**config.mk**
```make
export PLATFORM = sky130hd
export DESIGN_NAME = basys3_input_scanner
export DESIGN_NICKNAME = d
export VERILOG_FILES = /design/src/rtl/basys3_io_pkg.sv /design/src/rtl/io_debounce.sv /design/src/rtl/basys3_input_scanner.sv
export SDC_FILE = /design/constraint.sdc
export NUM_CORES = 1
export LEC_CHECK = 0
export CAP_MARGIN = 10
export CORE_UTILIZATION = 45
export DETAILED_ROUTE_END_ITERATION = 8
export DONT_BUFFER_PORTS = 1
export GPL_TIMING_DRIVEN = 0
export MAX_ROUTING_LAYER = met4
export PLACE_DENSITY = 0.61
export SLEW_MARGIN = 15
export SYNTH_ARGS = -nofsm -noshare
export SYNTH_HDL_FRONTEND = slang
export SYNTH_SLANG_ARGS = --single-unit
```
**constraint.sdc**
```tcl
create_clock -name clk -period 4.4 [get_ports clk]
set_input_delay 0.44 -clock clk [delete_from_list [all_inputs] [get_ports clk]]
set_output_delay 0.44 -clock clk [all_outputs]
set_load 0.01 [all_outputs]
```
**src/rtl/basys3_io_pkg.sv**
```systemverilog
// Shared constants for the Basys3 switch/button scanner: input counts,
// event byte layout and the event source encoding.
package basys3_io_pkg;

  localparam int NUM_SW  = 16;
  localparam int NUM_BTN = 5;
  localparam int NUM_IN  = NUM_SW + NUM_BTN;

  // Event byte layout: [7] new level, [6] source, [5] zero, [4:0] index
  localparam int EVT_LEVEL_BIT = 7;
  localparam int EVT_SRC_BIT   = 6;
  localparam int EVT_RSVD_BIT  = 5;
  localparam int EVT_IDX_MSB   = 4;
  localparam int EVT_IDX_LSB   = 0;

  typedef enum logic {
    SRC_SW  = 1'b0,
    SRC_BTN = 1'b1
  } evt_src_e;

  function automatic logic [7:0] make_evt(input logic level, input evt_src_e src,
                                          input logic [4:0] idx);
    logic [7:0] e;
    e                           = '0;
    e[EVT_LEVEL_BIT]            = level;
    e[EVT_SRC_BIT]              = src;
    e[EVT_IDX_MSB:EVT_IDX_LSB]  = idx;
    return e;
  endfunction

endpackage

```
**src/rtl/io_debounce.sv**
```systemverilog
// One debounced input: two-flop synchronizer, run counter of consecutive
// ticks that disagree with the stable level, and the stable level itself.
// toggle pulses in the cycle whose tick flips the stable level.
module io_debounce #(
  parameter int STABLE_TICKS = 4
) (
  input  logic clk,
  input  logic reset,
  input  logic din,
  input  logic tick,
  output logic stable,
  output logic toggle
);

  localparam int RW = (STABLE_TICKS < 2) ? 1 : $clog2(STABLE_TICKS + 1);
  localparam logic [RW-1:0] RUN_LAST = RW'(STABLE_TICKS - 1);

  logic          sync_a;
  logic          sync_b;
  logic [RW-1:0] run;

  // The run counter clears on acceptance, so it never passes STABLE_TICKS-1.
  assign toggle = tick && (sync_b != stable) && (run == RUN_LAST);

  // Synchronize, count disagreeing ticks and flip the level on acceptance
  always_ff @(posedge clk) begin
    if (!reset) begin
      sync_a <= 1'b0;
      sync_b <= 1'b0;
      run    <= '0;
      stable <= 1'b0;
    end else begin
      sync_a <= din;
      sync_b <= sync_a;
      if (tick) begin
        if (sync_b != stable) begin
          if (run == RUN_LAST) begin
            stable <= ~stable;
            run    <= '0;
          end else begin
            run <= run + 1'b1;
          end
        end else begin
          run <= '0;
        end
      end
    end
  end

endmodule

```
**src/rtl/basys3_input_scanner.sv**
```systemverilog
// Debounces 16 switches and 5 buttons on a shared sample tick and queues one
// event per accepted level change. Changes wait in a pending bit until the
// event queue has room; a second change on a still-pending input is lost and
// raises the sticky overflow flag.
module basys3_input_scanner
  import basys3_io_pkg::*;
#(
  parameter int TICK_DIV     = 10000,
  parameter int STABLE_TICKS = 4,
  parameter int FIFO_DEPTH   = 4
) (
  input  logic        clk,
  input  logic        reset,
  input  logic [15:0] sw,
  input  logic [4:0]  btn,
  output logic [15:0] sw_state,
  output logic [4:0]  btn_state,
  output logic        evt_valid,
  input  logic        evt_ready,
  output logic [7:0]  evt_data,
  output logic        overflow,
  input  logic        clear_ovf
);

  localparam int CW = (TICK_DIV < 2) ? 1 : $clog2(TICK_DIV);
  localparam logic [CW-1:0] TICK_LAST = CW'(TICK_DIV - 1);
  localparam int AW = (FIFO_DEPTH < 2) ? 1 : $clog2(FIFO_DEPTH);

  logic [CW-1:0]     tick_cnt;
  logic              tick;
  logic [NUM_IN-1:0] raw_in;
  logic [NUM_IN-1:0] stable_all;
  logic [NUM_IN-1:0] toggle_all;
  logic [NUM_IN-1:0] pending;
  logic [NUM_IN-1:0] push_mask;
  logic              push_hit;
  logic [4:0]        push_idx;
  logic              push_en;
  logic              push_is_btn;
  logic [4:0]        push_field;
  logic [7:0]        push_data;
  logic              pop_en;
  logic              set_ovf;
  logic [AW:0]       wr_ptr;
  logic [AW:0]       rd_ptr;
  logic              fifo_full;
  logic              fifo_empty;
  logic [7:0]        mem [FIFO_DEPTH];

  assign raw_in = {btn, sw};
  assign tick   = (tick_cnt == TICK_LAST);

  // Free-running sample tick divider
  always_ff @(posedge clk) begin
    if (!reset) tick_cnt <= '0;
    else if (tick) tick_cnt <= '0;
    else tick_cnt <= tick_cnt + 1'b1;
  end

  for (genvar g = 0; g < NUM_IN; g++) begin : g_db
    io_debounce #(.STABLE_TICKS(STABLE_TICKS)) u_db (
      .clk    (clk),
      .reset  (reset),
      .din    (raw_in[g]),
      .tick   (tick),
      .stable (stable_all[g]),
      .toggle (toggle_all[g])
    );
  end

  assign sw_state  = stable_all[NUM_SW-1:0];
  assign btn_state = stable_all[NUM_IN-1:NUM_SW];

  // Priority encoder: lowest pending bit wins, switches occupy the low bits
  always_comb begin
    push_hit = 1'b0;
    push_idx = '0;
    for (int i = NUM_IN - 1; i >= 0; i--) begin
      if (pending[i]) begin
        push_hit = 1'b1;
        push_idx = 5'(i);
      end
    end
  end

  assign fifo_empty  = (wr_ptr == rd_ptr);
  assign fifo_full   = (wr_ptr[AW] != rd_ptr[AW]) && (wr_ptr[AW-1:0] == rd_ptr[AW-1:0]);
  assign push_en     = push_hit && !fifo_full;
  assign pop_en      = !fifo_empty && evt_ready;
  assign push_mask   = push_en ? (NUM_IN'(1) << push_idx) : '0;
  assign push_is_btn = (push_idx >= 5'(NUM_SW));
  assign push_field  = push_is_btn ? (push_idx - 5'(NUM_SW)) : push_idx;
  assign push_data   = make_evt(stable_all[push_idx], push_is_btn ? SRC_BTN : SRC_SW,
                                push_field);

  // A toggle on an input still pending (and not leaving this cycle) loses an event
  assign set_ovf = |(toggle_all & pending & ~push_mask);

  // Pending bits: cleared when pushed, set by any accepted level change
  always_ff @(posedge clk) begin
    if (!reset) pending <= '0;
    else pending <= (pending & ~push_mask) | toggle_all;
  end

  // Sticky overflow; a new loss outranks a clear in the same cycle
  always_ff @(posedge clk) begin
    if (!reset) overflow <= 1'b0;
    else if (set_ovf) overflow <= 1'b1;
    else if (clear_ovf) overflow <= 1'b0;
  end

  // Queue pointers
  always_ff @(posedge clk) begin
    if (!reset) begin
      wr_ptr <= '0;
      rd_ptr <= '0;
    end else begin
      if (push_en) wr_ptr <= wr_ptr + 1'b1;
      if (pop_en) rd_ptr <= rd_ptr + 1'b1;
    end
  end

  // Queue storage; contents are meaningless until the pointers say otherwise
  always_ff @(posedge clk) begin
    if (push_en) mem[wr_ptr[AW-1:0]] <= push_data;
  end

  assign evt_valid = !fifo_empty;
  assign evt_data  = fifo_empty ? 8'h00 : mem[rd_ptr[AW-1:0]];

endmodule

```
Word level (Yosys, flattened, before mapping):

Memory sizes are Yosys's and may differ from the RTL's. A register that Yosys moved wholly into a read port is not among the register bits.
Index checks and enable logic that the tools add are counted.

* memories: 1
* word-level logic and storage cells: 358
* input port bits: 25
* bits in read-only memories: 0
* output and inout bits: 31
* memory bits (writable): 28
* register bits: 168
* latch bits: 0

Memory list
* mem: depth 4, bits a word 7, read ports 1, clocked after memory_dff 1, write ports 1, line basys3_input_scanner.sv:48 `logic [7:0] mem [FIFO_DEPTH];`

* multiplexer cells: 96
* shift operators: 1
* multiply operators: 0
* eq/ne operators: 46
* reduce and logical (&&, ||, !) cells: 71
* divide/modulo/power cells: 0
* $add $sub $neg: 25
* $lt $le $gt $ge: 2
* bitwise gates (word level): 27

Operator list (number)
* 2-to-1 mux 3 bit: 42
* 2-to-1 mux 5 bit: 22
* adder 3 x 1 -> 3 bit (second input constant): 23
* AND 21 bit: 3
* equality test 3 x 2 -> 1 bit (second input constant): 21
* AND reduction 3 bit: 21
* logical AND 1 bit: 45
* 2-to-1 mux 1 bit: 27
* inequality test 1 bit: 22
* NOT 1 bit: 22
* 2-to-1 mux 21 bit: 1
* NOT 21 bit: 1
* bitwise OR 21 bit: 1
* OR reduction 21 bit: 1
* left shift 1 x 5 -> 21 bit (first input constant): 1
* adder 14 x 1 -> 14 bit (second input constant): 1
* equality test 14 bit (second input constant): 1
* 2-to-1 mux 8 bit: 1
* less-than comparator 5 x 6 -> 1 bit (second input constant): 1
* binary-select mux 1 bit (select 5 bit): 1
* >= comparator 5 bit (second input constant): 1
* subtractor 5 bit (second input constant): 1
* 2-to-1 mux 2 bit: 2
* equality test 3 bit: 1
* 4 further kinds: 5

Longest topological paths before layout:

Gate-level depths: netlist of run 1.

* depth in word-level cells: 27
* gate-level depth with buffers: 11
* depth with buffers taken out: 9

Cells and area by module:

From an unflattened synthesis of run 1, not the netlist that was laid out.

* cell total of the unflattened synthesis: 873
* area total of the unflattened synthesis: 8898.5 µm²

Modules (own cells, without submodules)
* io_debounce (g_db[0].u_db ...): area each 249.0 µm², seq. area each 120.1 µm², cells an instance 24, times used 19
* basys3_input_scanner: area each 3684.8 µm², seq. area each 1721.7 µm², cells an instance 369, times used 1
* io_debounce (g_db[20].u_db ...): area each 241.5 µm², seq. area each 120.1 µm², cells an instance 24, times used 2

Worst setup path after synthesis of run 1:

Ideal clock, no wire load.

* kind: reg2reg
* start point: reg pending[7]
* end point: mem mem[0][6] (netlist bit) (data pin)
* setup time: 0.274 ns
* path buffers: 1
* arrival time: 2.088 ns
* slack: 2.037 ns
* cell stages (with the launch flop): 10
* cells stage by stage: dfxtp_1 -> or4_1 -> a41oi_1 -> or2_2 -> inv_2 -> buf_2 -> a221oi_1 -> o32ai_1 -> mux2i_1 -> mux2i_1

* word-level cells in the longest chain between the ends: 10

RTL lines
* start: declaration: line basys3_input_scanner.sv:34 `logic [NUM_IN-1:0] pending;`
* start signal: assignment: line basys3_input_scanner.sv:102 `else pending <= (pending & ~push_mask) | toggle_all;`
* 2-to-1 mux 5 bit (8 in a row): line basys3_input_scanner.sv:79 `if (pending[i]) begin`
* binary-select mux 1 bit (select 5 bit): line basys3_input_scanner.sv:93 `assign push_data = make_evt(stable_all[push_idx], push_is_btn ? SRC_BTN : SRC_SW,`
* 2-to-1 mux 1 bit (not written as such): line basys3_input_scanner.sv:93
* via push_data[7]: line basys3_input_scanner.sv:41 `logic [7:0] push_data;`
* end: declaration: line basys3_input_scanner.sv:48

The timed path passes the listed nets, and every way through them passes these cells. The select of a mux whose other input is x is not followed.

Final worst setup path of run 1:

* start point: reg tick_cnt[0]
* end point: reg g_db[10].u_db.stable

* word-level cells in the longest chain between the ends: 2

RTL lines
* start: declaration: line basys3_input_scanner.sv:29 `logic [CW-1:0] tick_cnt;`
* start signal: assignment: line basys3_input_scanner.sv:57 `else tick_cnt <= tick_cnt + 1'b1;`
* equality test 14 bit: line basys3_input_scanner.sv:51 `assign tick = (tick_cnt == TICK_LAST);`
* AND reduction 3 bit (no source line)
* end signal: assignment: line io_debounce.sv:38 `stable <= ~stable;`
* end: declaration: line io_debounce.sv:11 `output logic stable,`

No other way between the ends.
A chain may end at the register's enable or synchronous reset.

==> impl_summary.md, run 1 <==
Run status
The flow ran to the end, and the final reports show no timing, DRC or antenna violations.

Floorplanning
The die outline height is 144 um. The count of pins on the block boundary is 56. The number of placement rows is 51.

The horizontal die dimension is 144 um. The initial utilization of the core area, before any placement, comes to 0.461. The area of the core is 19600 um^2. The die area is 20700 um^2.

Timing
The number of pins exceeding their max-slew limit in the final report was 0. For the pin with the worst max-slew slack, the measured transition is 0.861 ns. The final critical delay including setup and external delays is 3.50 ns. The worst max-slew margin expressed relative to the limit is 0.420. The number of hold violations in the final report was 0.

The setup TNS after final layout is 0 ns. Setup repair after global routing left no endpoint under its margin. Setup violations remaining at the end of the flow were counted as 0. The final period utilization is 0.795.

The post-route clock skew is 0.00730 ns. The maximum achievable frequency is 0.286 GHz.

Worst hold path
The path class of the lowest-slack min-delay path is input pin to flop.

Global route
The met3 usage is 0.0467. The first global-routing pass estimated 36500 um of wire. The global-route met2 utilization is 0.387. The number of antenna violations at the first check in global routing is 0. The met1 track demand over resource is 0.330.

The total routing resource utilization after global routing is 0.251. The total overflow left after global routing is 0. The via count of the first global-routing pass was 6431. Entering global routing, the biggest net connects 19 pins. The layer carrying the most global-route usage is met2.

Job
The max-capacitance violation count is 0.

Placement
The detailed-placement wirelength estimate is 17000 um. The placed instance count is 1221. The cell area reported after detailed placement is 9390 um^2. The global placement routability congestion is 0.970.

Buffers placed on the I/O ports in this run total 0.

Clocking
In this run the deepest clock path goes through 2 buffers. The clock net in this run drives a total of 198 sinks. The clock reaches the later pin of the worst-skew pair after 0.44 ns. The clock buffer count from CTS is 17. The clock tree synthesis step divided the H-tree into 4 levels. Clock-pin slew was measured on the worst setup and hold paths at 0.07 ns. Buffers inserted to repair hold after CTS numbered 0.

The CTS tree is done. After clock tree synthesis, the setup repair step added 0 buffers. The CTS root buffer is clkbuf_16. The number of gates resized after CTS was 0.

Cells and area
The finished layout cell area is 9940 um^2. The repair_antennas step left the layout with diodes totalling 0. Leaving out fill and tap cells, the most frequent cell in the layout is dfxtp_1. Of the cells placed in the final design, the portion with a size suffix greater than 1 is 0.0860. The number of cells in the finished layout apart from fillers is 1253. The area overhead of the layout relative to synthesis is 10.0%. In the layout the commonest cells are 170 x dfxtp_1, 96 x nand2_1, 81 x and2_1. The count of fill cells added during filler insertion is 1889. The number of nets in the final layout is 1027.

Drt
The total number of vias is 6793. In the final routed layout, each cell accounts on average for 18.7 um. In the routed layout, each cell is associated on average with a via count of 5.42. The number of detailed-routing iterations run before antenna repair is 5. In the routed design, unresolved DRC markers number 0.

The total wire length is 23400 um. The post-route antenna net violation count is 0. The number of violations reported at the end of detailed-routing iteration 0 is 467.

Setup path
In this run the register-to-register setup slack is 0.90 ns. The library cell contributing the largest single delay on the critical path is clkbuf_1. The end point of the critical path is g_db[10].u_db.stable$_SDFFE_PN0P_.

The worst setup path is launched from a flop. The type of element capturing the critical path is a flop. The signal on the critical path passes through ha_1, and3_1, clkbuf_1, nand4_1, clkbuf_1, buf_1, clkbuf_1, o21ai_0, a21boi_0.

Of all nets on the critical path, the largest fanout is 10. Measured in cells, the most critical reg-to-reg path has a length of 9. The worst path required time is 4.77 ns. The reg-to-reg critical path startpoint is tick_cnt[0]$_SDFF_PP0_. Data on the critical path arrives at its endpoint at 3.87 ns.

Tracing the worst setup path back leads to its startpoint at tick_cnt[0]$_SDFF_PP0_. The library cell appearing most often on the critical path is clkbuf_1. The delay of the slowest critical-path stage is 0.57 ns. The capture instance of the worst register-to-register path is g_db[10].u_db.stable$_SDFFE_PN0P_. The worst setup path is of the flop to flop kind.

Synthesis
The number of standard cells after synthesis is 952. The number of enable-type register cells in the synthesized netlist is 28. In this run, synthesis produced a sequential element count of 198. The mapped netlist covers 9040 um^2. For this run, asynchronously set or reset flops after synthesis account for 0. In the synthesized netlist the dominant register cell turns out to be dfxtp_1. The count of cell types in the netlist is 68.

During synthesis, Yosys emitted a total of 0 warnings. The average instance in the mapped netlist occupies 9.50 um^2. For this run, the register share of the synthesized area comes to 0.469.

Power
The peak supply drop is 0.249 mV. In this run the power density over the cells is 344 nW/um^2. The analysis attributes to cell leakage a power of 3.77 nW.
how the worst min path moves through the flow:
stage	slack, ns	end	depth (start not counted)	start
6_report	0.12	g_db[1].u_db.sync_a$_SDFF_PN0_	1	sw[1]
5_1_grt	0.10	g_db[0].u_db.sync_a$_SDFF_PN0_	1	sw[0]
4_1_cts	0.10	g_db[4].u_db.sync_a$_SDFF_PN0_	1	sw[4]
3_5_place_dp	0.42	g_db[7].u_db.sync_b$_SDFF_PN0_	1	g_db[7].u_db.sync_a$_SDFF_PN0_
3_3_place_gp	0.41	g_db[10].u_db.sync_b$_SDFF_PN0_	1	g_db[10].u_db.sync_a$_SDFF_PN0_
2_1_floorplan	0.41	g_db[10].u_db.run[2]$_SDFFE_PN0N_	2	g_db[10].u_db.run[2]$_SDFFE_PN0N_
worst max-delay path: cells and delay by family (launching register included):
kind	cells	cell delay, ns
AO/OA/AOI/OAI	2	0.35
adder cells (fa/ha/maj)	1	0.22
buffers and inverters	4	1.84
flip-flops	1	0.33
AND/OR/NAND/NOR	2	0.67
cell families after synthesis:
kind of cell	share of synthesized area
xor+xnor	0.0484
other cells	0.000415
fa+ha+maj	0.0374
mux	0.0263
simple gates	0.238
flops	0.469
buf+inv	0.0458
compound gates	0.134
cells in the mapped netlist, types with 28 or more instances:
cell	count	area (um^2)
dfxtp_1	170	3400
nand2_1	96	360
and2_1	81	507
a21boi_0	48	360
o21ai_0	48	240
nand3_1	41	205
nor2_1	37	139
a21oi_1	33	165
clkbuf_1	32	120
nand2b_1	31	194
xor2_1	29	254
edfxtp_1	28	841
per-stage QoR:
stage | total power [mW] | utilization | setup slack [ns] | hold slack [ns]
after floorplan | 1.94 | - | 2.04 | 0.407
after global placement | 1.97 | 0.479 | 0.895 | 0.414
after detailed placement | 1.97 | 0.479 | 0.884 | 0.417
after CTS | 3.46 | 0.508 | 0.850 | 0.104
after global routing | 3.54 | 0.508 | 0.634 | 0.102
final | 3.42 | 0.508 | 0.901 | 0.122
area by class of cell:
type                            count  area (um^2)  share of cell area
Tap cell                          265          332              0.0333
Inverter                           22         82.6             0.00830
Buffer                             63          332              0.0333
Multi-Input combinational cell    673         4400               0.442
Clock inverter                     14          119              0.0120
Sequential cell                   198         4240               0.427
Clock buffer                       18          439              0.0442
layer usage:
layer	vias up	part of all wire	wire length, um
met4	0	0.023	537
met2	171	0.45	10500
met3	28	0.051	1200
met5	-	0	0
met1	3235	0.48	11200
li1	3359	-	-
power breakdown:
part	internal (mW)	switching, mW	leakage (nW)	total (mW)
sequential	1.85	0.00850	1.64	1.86
clock	0.756	0.736	0.274	1.49
combinational	0.0270	0.0490	1.86	0.0760
registers in the layout, summed over array words and instances, names as in the netlist, named ones only:
name,count
wr_ptr,3
pending,21
tick_cnt,14
g_db.u_db.sync_a,21
g_db.u_db.run,63
overflow,1
mem,28
g_db.u_db.sync_b,21
g_db.u_db.stable,21
rd_ptr,3
Power figures use the tool's default switching activity.
==> run 2, diff against run 1 <==
--- a/config.mk
+++ b/config.mk
@@ -11,7 +11,7 @@
 export DONT_BUFFER_PORTS = 1
 export GPL_TIMING_DRIVEN = 0
 export MAX_ROUTING_LAYER = met4
-export PLACE_DENSITY = 0.61
+export PLACE_DENSITY = 0.63
 export SLEW_MARGIN = 15
 export SYNTH_ARGS = -nofsm -noshare
 export SYNTH_HDL_FRONTEND = slang
==> constraint.sdc (replaced) <==
create_clock -name clk -period 3.05 [get_ports clk]
set_input_delay 0.305 -clock clk [delete_from_list [all_inputs] [get_ports clk]]
set_output_delay 0.305 -clock clk [all_outputs]
set_load 0.01 [all_outputs]
==> impl_summary.md, run 2 (synthesized netlist as in run 1, its figures left out) <==
Setup path
The count of buffering cells on the critical path with inverters included is 1 (-3). The slowest stage of the critical path belongs to the cell dfxtp_1. Traced cell by cell, the critical path runs through or2_2, a211oi_1, o221ai_1, and2_1, buf_2, a211oi_1, o32ai_1, mux2i_1, mux2i_2. The worst path required time was 3.21 ns (-1.56 ns). The critical path data arrival time came to 3.12 ns (-0.75 ns). The kind of critical path is flop to flop. The cell family contributing the most delay on the critical path is compound AO/OA/AOI/OAI gates. The cell that appears most often on the critical path is a211oi_1. The startpoint type of the worst setup path is a flop. The largest fanout of any net on the critical path is 9 (-1).

The delay of the slowest critical-path stage was 0.40 ns (-0.17 ns). The type of element capturing the critical path is a flop.

Timing
The maximum achievable frequency came to 0.338 GHz (+18%). The setup TNS after final layout is 0 ns (unchanged). The slew of the pin with the lowest slew margin is 0.879 ns (+0.0174 ns).

Setup repair after global routing left no endpoint under its margin. The number of hold violations in the final report was 0 (unchanged). The worst hold slack after final layout is 0.186 ns (+0.0639 ns). The number of failing setup endpoints in the final timing report is 0 (unchanged). The final period utilization came to 0.971 (+0.175). The worst max-slew margin expressed relative to the limit was 0.406 (-0.0146). The smallest setup slack after layout is 0.0900 ns (-0.811 ns). The final critical delay including setup and external delays came to 2.96 ns (-0.539 ns).

The post-route clock skew is 0.0134 ns (+0.00610 ns). The number of pins exceeding their max-slew limit in the final report is 0 (unchanged).

Cells and area
The register with the most flip-flops in the final layout is g_db.u_db.run. The fraction of layout instances using a drive strength above 1 is 0.0969 (+0.0109). The final design utilization is 0.523 (+0.0152). The number of nets in the final layout was 1050 (+2.2%). The count of fill cells added during filler insertion is 1792 (-5.1%).

The area overhead of the layout relative to synthesis is 13.3%. The number of cells in the finished layout apart from fillers came to 1276 (+1.8%). The most common cell after layout, fill and taps aside is dfxtp_1. The finished layout cell area is 10200 um^2 (+3.0%). The flip-flop count of the largest register, all copies and words added is 63 (unchanged). The antenna diode instance count is 0 (unchanged). The top cell types in the final layout, fill and taps aside, are 170 x dfxtp_1, 96 x nand2_1, 81 x and2_1.

Floorplanning
The die area is 20700 um^2 (unchanged). The count of pins on the block boundary is 56 (unchanged). The effective utilization at floorplan is 0.461 (unchanged). The horizontal die dimension is 144 um (unchanged). The number of placement rows is 51 (unchanged). The area of the core is 19600 um^2 (unchanged).

The die outline height is 144 um (unchanged).

Placement
The number of port buffers is 0 (unchanged). The detailed-placement wirelength estimate came to 17000 um (+0.16%). The cell area reported after detailed placement is 9390 um^2 (unchanged).

The placed instance count came to 1221 (unchanged). The global placement routability congestion is 0.978 (+0.85%). The post-placement worst setup slack is -0.483 ns (-1.37 ns).

Power
The static leakage came to 3.91 nW (+3.7%). The final total power is 5.10 mW (+49%). The peak supply drop is 0.352 mV (+42%). The cell area power density is 498 nW/um^2 (+45%).

Drt
The post-route antenna net violation count is 0 (unchanged). The sum of met2 wire segment lengths after detailed routing is 10900 um (+3.9%). The total wire length is 23900 um (+2.1%). The post-route DRC violation count came to 0 (unchanged). The detailed route wirelength on metal3 is 1510 um (+26%). The via-per-instance ratio was 5.53 (+1.9%). The met1 routed wirelength after detailed routing came to 10900 um (-1.9%). The number of violations reported at the end of detailed-routing iteration 0 came to 561 (+20%). The average routed wire per standard cell was 18.7 um (+0.26%). After detailed routing, no signal wire sits above met4.

The number of detailed-routing iterations run before antenna repair is 5 (unchanged). The total number of vias is 7051 (+3.8%).

Clocking
The number of buffers on the longest clock path is 2 (unchanged). The latest clock arrival within the worst-skew pair is 0.44 ns (about the same). The count of H-tree levels built during CTS is 4 (unchanged). The clock buffer count from CTS is 17 (unchanged). The CTS tree is done. The TritonCTS sink count is 198 (unchanged). The CTS root buffer is clkbuf_16. The clock-pin slew reported for the worst setup and hold paths after clock tree synthesis was 0.08 ns (about the same).

Run status
The flow ran to the end, and the final reports show no timing, DRC or antenna violations.

Job
The max-capacitance violation count is 0 (unchanged).

Global route
The via count of the first global-routing pass is 6746 (+4.9%). The number of antenna violations at the first check in global routing is 0 (unchanged). The total global routing overflow is 0 (unchanged).

The total routing resource utilization after global routing is 0.252 (+0.00100). The first-pass GRT wire length is 37200 um (+1.9%). The pin count of the biggest net entering global routing came to 19 (unchanged).

Worst hold path
The path class of the lowest-slack min-delay path is input pin to flop.
-- run 2: changes by cell type in the layout (fill, tap and decap cells not counted), moves of 2 or more --
cell / delta
clkbuf_2: +7
nor3_2: +2
buf_4: +2
dlygate4sd3_1: +21
nor3_1: -2
clkbuf_1: -6
-- run 2: final timing paths --
check	start	to	slack [ns]	depth (start not counted)
hold / removal	evt_ready	rd_ptr[2]$_SDFFE_PN0P_	0.19	3
setup reg to reg	pending[14]$_SDFF_PN0_	mem[0][6]$_DFFE_PP_	0.09	9
hold reg to reg	g_db[1].u_db.run[2]$_SDFFE_PN0N_	g_db[1].u_db.run[2]$_SDFFE_PN0N_	0.43	2
setup / recovery	pending[14]$_SDFF_PN0_	mem[0][6]$_DFFE_PP_	0.09	9
-- run 2: worst reg2reg max path, cell delays in order (launching register included) --
cell      delay (ns)
dfxtp_1         0.40
or2_2           0.32
a211oi_1        0.21
o221ai_1        0.37
and2_1          0.27
buf_2           0.17
a211oi_1        0.32
o32ai_1         0.12
mux2i_1         0.32
mux2i_2         0.17
-- run 2: layer usage --
metal | track usage | vias to the layer above
li1 | - | 3406
met1 | 0.323 | 3381
met2 | 0.395 | 229
met3 | 0.0533 | 35
met4 | 0.0845 | 0
met5 | - | -
-- run 2: final cells by class --
| cell class | instances | area (um^2) | share of cell area |
|---|---|---|---|
| plain buffers | 63 | 340 | 0.0332 |
| flip-flops and latches | 198 | 4240 | 0.414 |
| clock buffers | 19 | 464 | 0.0453 |
| repair buffers | 23 | 225 | 0.0220 |
| well taps | 265 | 332 | 0.0324 |
| multi-input cells | 673 | 4420 | 0.431 |
| inverters | 22 | 82.6 | 0.00806 |
| clock inverters | 13 | 136 | 0.0133 |
-- run 2: report_power, final --
group	switching [mW]	internal [mW]	total, mW
Combinational	0.0737	0.0564	0.130
Clock	1.07	1.22	2.30
Sequential	0.0128	2.66	2.68
Total	1.16	3.94	5.10
-- run 2: timing repair --
item | in CTS | in global routing
endpoints found under the setup margin | 64 | 29
endpoints found under the hold margin | 21 | 0
pin swaps | 1 | 0
gates resized for setup | 9 | 2
buffers inserted | 1 | 1
hold buffers | 21 | 0
==> run 3, diff against run 2 <==
--- a/config.mk
+++ b/config.mk
@@ -5,14 +5,15 @@
 export SDC_FILE = /design/constraint.sdc
 export NUM_CORES = 1
 export LEC_CHECK = 0
+export BUFFER_PORTS_ARGS = -buffer_cell sky130_fd_sc_hd__buf_2
 export CAP_MARGIN = 10
 export CORE_UTILIZATION = 45
 export DETAILED_ROUTE_END_ITERATION = 8
-export DONT_BUFFER_PORTS = 1
 export GPL_TIMING_DRIVEN = 0
 export MAX_ROUTING_LAYER = met4
-export PLACE_DENSITY = 0.63
+export PLACE_DENSITY = 0.65
 export SLEW_MARGIN = 15
 export SYNTH_ARGS = -nofsm -noshare
 export SYNTH_HDL_FRONTEND = slang
+export SYNTH_HIERARCHICAL = 1
 export SYNTH_SLANG_ARGS = --single-unit
==> impl_summary.md, run 3 <==
Clocking
The count of H-tree levels built during CTS is 4 (unchanged). Clock tree synthesis selected as its root buffer the cell clkbuf_16. The CTS tree is done. The number of buffers on the longest clock path is 2 (unchanged).

The TritonCTS sink count is 198 (unchanged). The clock buffer count from CTS is 17 (unchanged). The number of hold-repair buffers added at the cts stage is 0 (-100%). The latest clock arrival within the worst-skew pair was 0.43 ns (about the same). The clock-pin slew reported for the worst setup and hold paths after clock tree synthesis is 0.07 ns (about the same).

Run status
The flow ran to the end, but the final reports show violations. The final reports fail on setup timing.

Drt
The total number of vias is 6542 (-7.2%). The total wire length is 18900 um (-21%). The number of detailed-routing iterations run before antenna repair was 5 (unchanged). The average routed wire per standard cell was 14.9 um (-20%). The number of violations reported at the end of detailed-routing iteration 0 was 269 (-52%). The via-per-instance ratio came to 5.15 (-6.8%). The post-route DRC violation count is 0 (unchanged). The post-route antenna net violation count is 0 (unchanged).

Worst hold path
The startpoint identified for the worst hold timing path is sw[1]. In this run the worst hold path is classified as input pin to flop. The hold path depth is 2 (-1).

Floorplanning
The area of the core came to 19400 um^2 (-0.98%). The number of placement rows was 51 (unchanged). The die outline height was 143 um (-0.78%). The count of pins on the block boundary is 56 (unchanged). The die area is 20300 um^2 (-1.5%). The horizontal die dimension is 143 um (-0.78%). The effective utilization at floorplan is 0.459 (-0.00273).

Setup path
STA classifies the critical path endpoint as a flop. The signal on the critical path passes through ha_4, and3_4, nand4_1, clkinvlp_4, buf_6, buf_4, buf_4, nand3b_1, nor2b_1, nand2_1, a21oi_1, a211oi_2, nand3_1, or4_4, o41a_1. The reg-to-reg critical path startpoint is tick_cnt[1]$_SDFF_PP0_. The startpoint type of the worst setup path is a flop. The library cell appearing most often on the critical path is buf_4. The reg2reg setup slack is -0.09 ns (-0.18 ns). The worst path required time is 3.36 ns (+0.15 ns). The slowest stage of the critical path is the or4_4 cell. The delay of the slowest critical-path stage is 0.44 ns (+0.04 ns). The depth of the worst register-to-register path is 15 (+6).

The beginning of the critical path is tick_cnt[1]$_SDFF_PP0_. The largest fanout of any net on the critical path came to 9 (unchanged). The critical path data arrival time was 3.44 ns (+0.32 ns).

By startpoint and endpoint, the worst setup path is classified as flop to flop.

Timing
The final period utilization is 1.03 (+0.0576). The number of failing setup endpoints in the final timing report is 1 (+1). The number of hold violations in the final report is 0 (unchanged). The smallest setup slack after layout is -0.0857 ns (-0.176 ns). The worst hold slack after final layout is 0.0637 ns (-0.123 ns).

The maximum achievable frequency is 0.319 GHz (-5.6%). The worst max-slew margin expressed relative to the limit is 0.472 (+0.0665). The slew of the pin with the lowest slew margin is 0.787 ns (-0.0916 ns). The number of pins exceeding their max-slew limit in the final report is 0 (unchanged).

The final critical delay including setup and external delays is 3.14 ns (+0.176 ns). Setup repair after global routing could not meet its margin everywhere. The post-route clock skew is 0.0121 ns (-0.00133 ns).

Global route
The first-pass GRT wire length was 30100 um (-19%). The pin count of the biggest net entering global routing was 88 (+69). The total global routing overflow is 0 (unchanged).

The via count of the first global-routing pass is 5847 (-13%). The number of antenna violations at the first check in global routing is 0 (unchanged). The total routing resource utilization after global routing is 0.197 (-0.0549).

Synthesis
Counting instances in the post-synthesis netlist gives the leading cell types as 170 x dfxtp_1, 60 x and2_1, 59 x nand2b_1, 57 x nand2_1, 56 x nor2b_1. The count of cell types in the netlist was 65 (-4.4%). The most frequent cell after synthesis is dfxtp_1. The largest area contributor in the synthesized netlist is dfxtp_1. The number of enable-type register cells in the synthesized netlist came to 28 (unchanged). Sorting the synthesized cells by area gives the leading types as dfxtp_1 38%, edfxtp_1 9.4%, and2_1 4.2%. The fraction of registers with async set/reset is 0 (unchanged). The number of synthesis warnings was 6 (+6). The area share of the leading cell type in the synthesized netlist is 0.382 (+0.00598). The sequential share of the synthesized area was 0.477 (+0.00746).

The most used flip-flop cell after synthesis is dfxtp_1. The post-synthesis sequential element count is 198 (unchanged). The synthesized cell area is 8900 um^2 (-1.6%). The average cell area after synthesis came to 10.2 um^2 (+7.3%). The number of standard cells after synthesis is 873 (-8.3%).

Cells and area
g_db.u_db/run holds more flip-flops than any other register. Leaving out fill and tap cells, the most frequent cells in the layout are 165 x dfxtp_1, 60 x and2_1, 59 x nand2b_1. The final design utilization was 0.551 (+0.0281). The antenna diode instance count was 0 (unchanged).

The library cell used most frequently in the layout, excluding fill and tap cells, is dfxtp_1. The flip-flop count of the largest register, all copies and words added is 63 (unchanged). The area overhead of the layout relative to synthesis is 20.1%. The number of nets in the final layout was 1044 (-0.57%). The finished layout cell area came to 10700 um^2 (+4.3%). The fraction of layout instances using a drive strength above 1 is 0.191 (+0.0941).

Power
The peak supply drop is 0.389 mV (+11%). The static leakage came to 4.33 nW (+11%). The cell area power density is 476 nW/um^2 (-4.4%).

Placement
The number of port buffers is 54 (+54). The cell area reported after detailed placement is 9600 um^2 (+2.3%). The detailed-placement wirelength estimate is 11800 um (-31%). The post-placement worst setup slack came to -0.617 ns (-0.134 ns). The global placement routability congestion is 0.906 (-7.4%).

Job
The max-capacitance violation count came to 0 (unchanged).
-- run 3: changes by cell type in the layout (fill, tap and decap cells not counted), sizes merged, moves of 25 or more --
cell / previous run / this run
nand2b: 31 / 59
buf: 32 / 95
mux2i: 8 / 33
nor2b: 27 / 56
o21ai: 50 / 14
nand2: 97 / 57
-- run 3: final timing paths --
path,endpoint
worst max-delay path,overflow$_SDFFE_PN0P_
worst min-delay path,g_db[1].u_db/sync_a$_SDFF_PN0_
worst max register to register,overflow$_SDFFE_PN0P_
worst min register to register,g_db[17].u_db/sync_b$_SDFF_PN0_
-- run 3: what timing repair did --
| action | CTS | global route |
|---|---|---|
| endpoints found under the setup margin | 5 | 6 |
| pin swaps | 4 | 7 |
| gates resized for setup | 12 | 13 |
| setup buffers | 24 | 10 |
| gates cloned | 4 | 1 |
-- run 3: per-stage QoR --
step / power (mW) / cells / setup TNS (ns)
3_5_place_dp: 2.85 / 1199 / -1.08
5_1_grt: 5.29 / 1270 / -0.167
3_3_place_gp: 2.85 / 1196 / -24.94
4_1_cts: 5.14 / 1259 / -0.0451
2_1_floorplan: 2.80 / 877 / -0.793
6_report: 5.09 / 1270 / -0.0857
-- run 3: worst max-delay path, delay by kind of cell, from the launching register on --
family,cells,cell delay (ns)
compound gates,3,0.63
simple gates,7,1.23
buf+inv,4,0.65
fa+ha+maj,1,0.16
flops,1,0.34
-- run 3: layout make-up --
cell class | instances | area (um^2)
Tap cell | 265 | 332
Clock inverter | 9 | 118
Clock buffer | 23 | 489
Timing Repair inverter | 1 | 5.00
Fill cell | 1764 | 8710
Timing Repair Buffer | 95 | 729
Multi-Input combinational cell | 648 | 4630
Inverter | 18 | 71.3
Sequential cell | 198 | 4250
Buffer | 13 | 58.8
-- run 3: per-layer routing --
metal  vias up  share of wire  track usage  wire length (um)
met5         -              0            -                 0
met4         0         0.0087       0.0464               165
met3        15          0.035       0.0382               663
met2       116           0.47        0.310              8860
met1      3102           0.49        0.261              9240
li1       3309              -            -                 -
-- run 3: cell families after synthesis --
group           Yosys count  share of synthesized area
mux                      41                     0.0561
flops                   198                      0.477
compound gates          138                      0.105
simple gates            397                      0.270
fa+ha+maj                27                     0.0380
buf+inv                  31                     0.0138
xor+xnor                 40                     0.0394
other cells               1                   0.000421
-- run 3: power breakdown --
part	internal, mW	switching, mW
clock network	1.31	0.978
logic	0.0613	0.0610
registers	2.67	0.0127
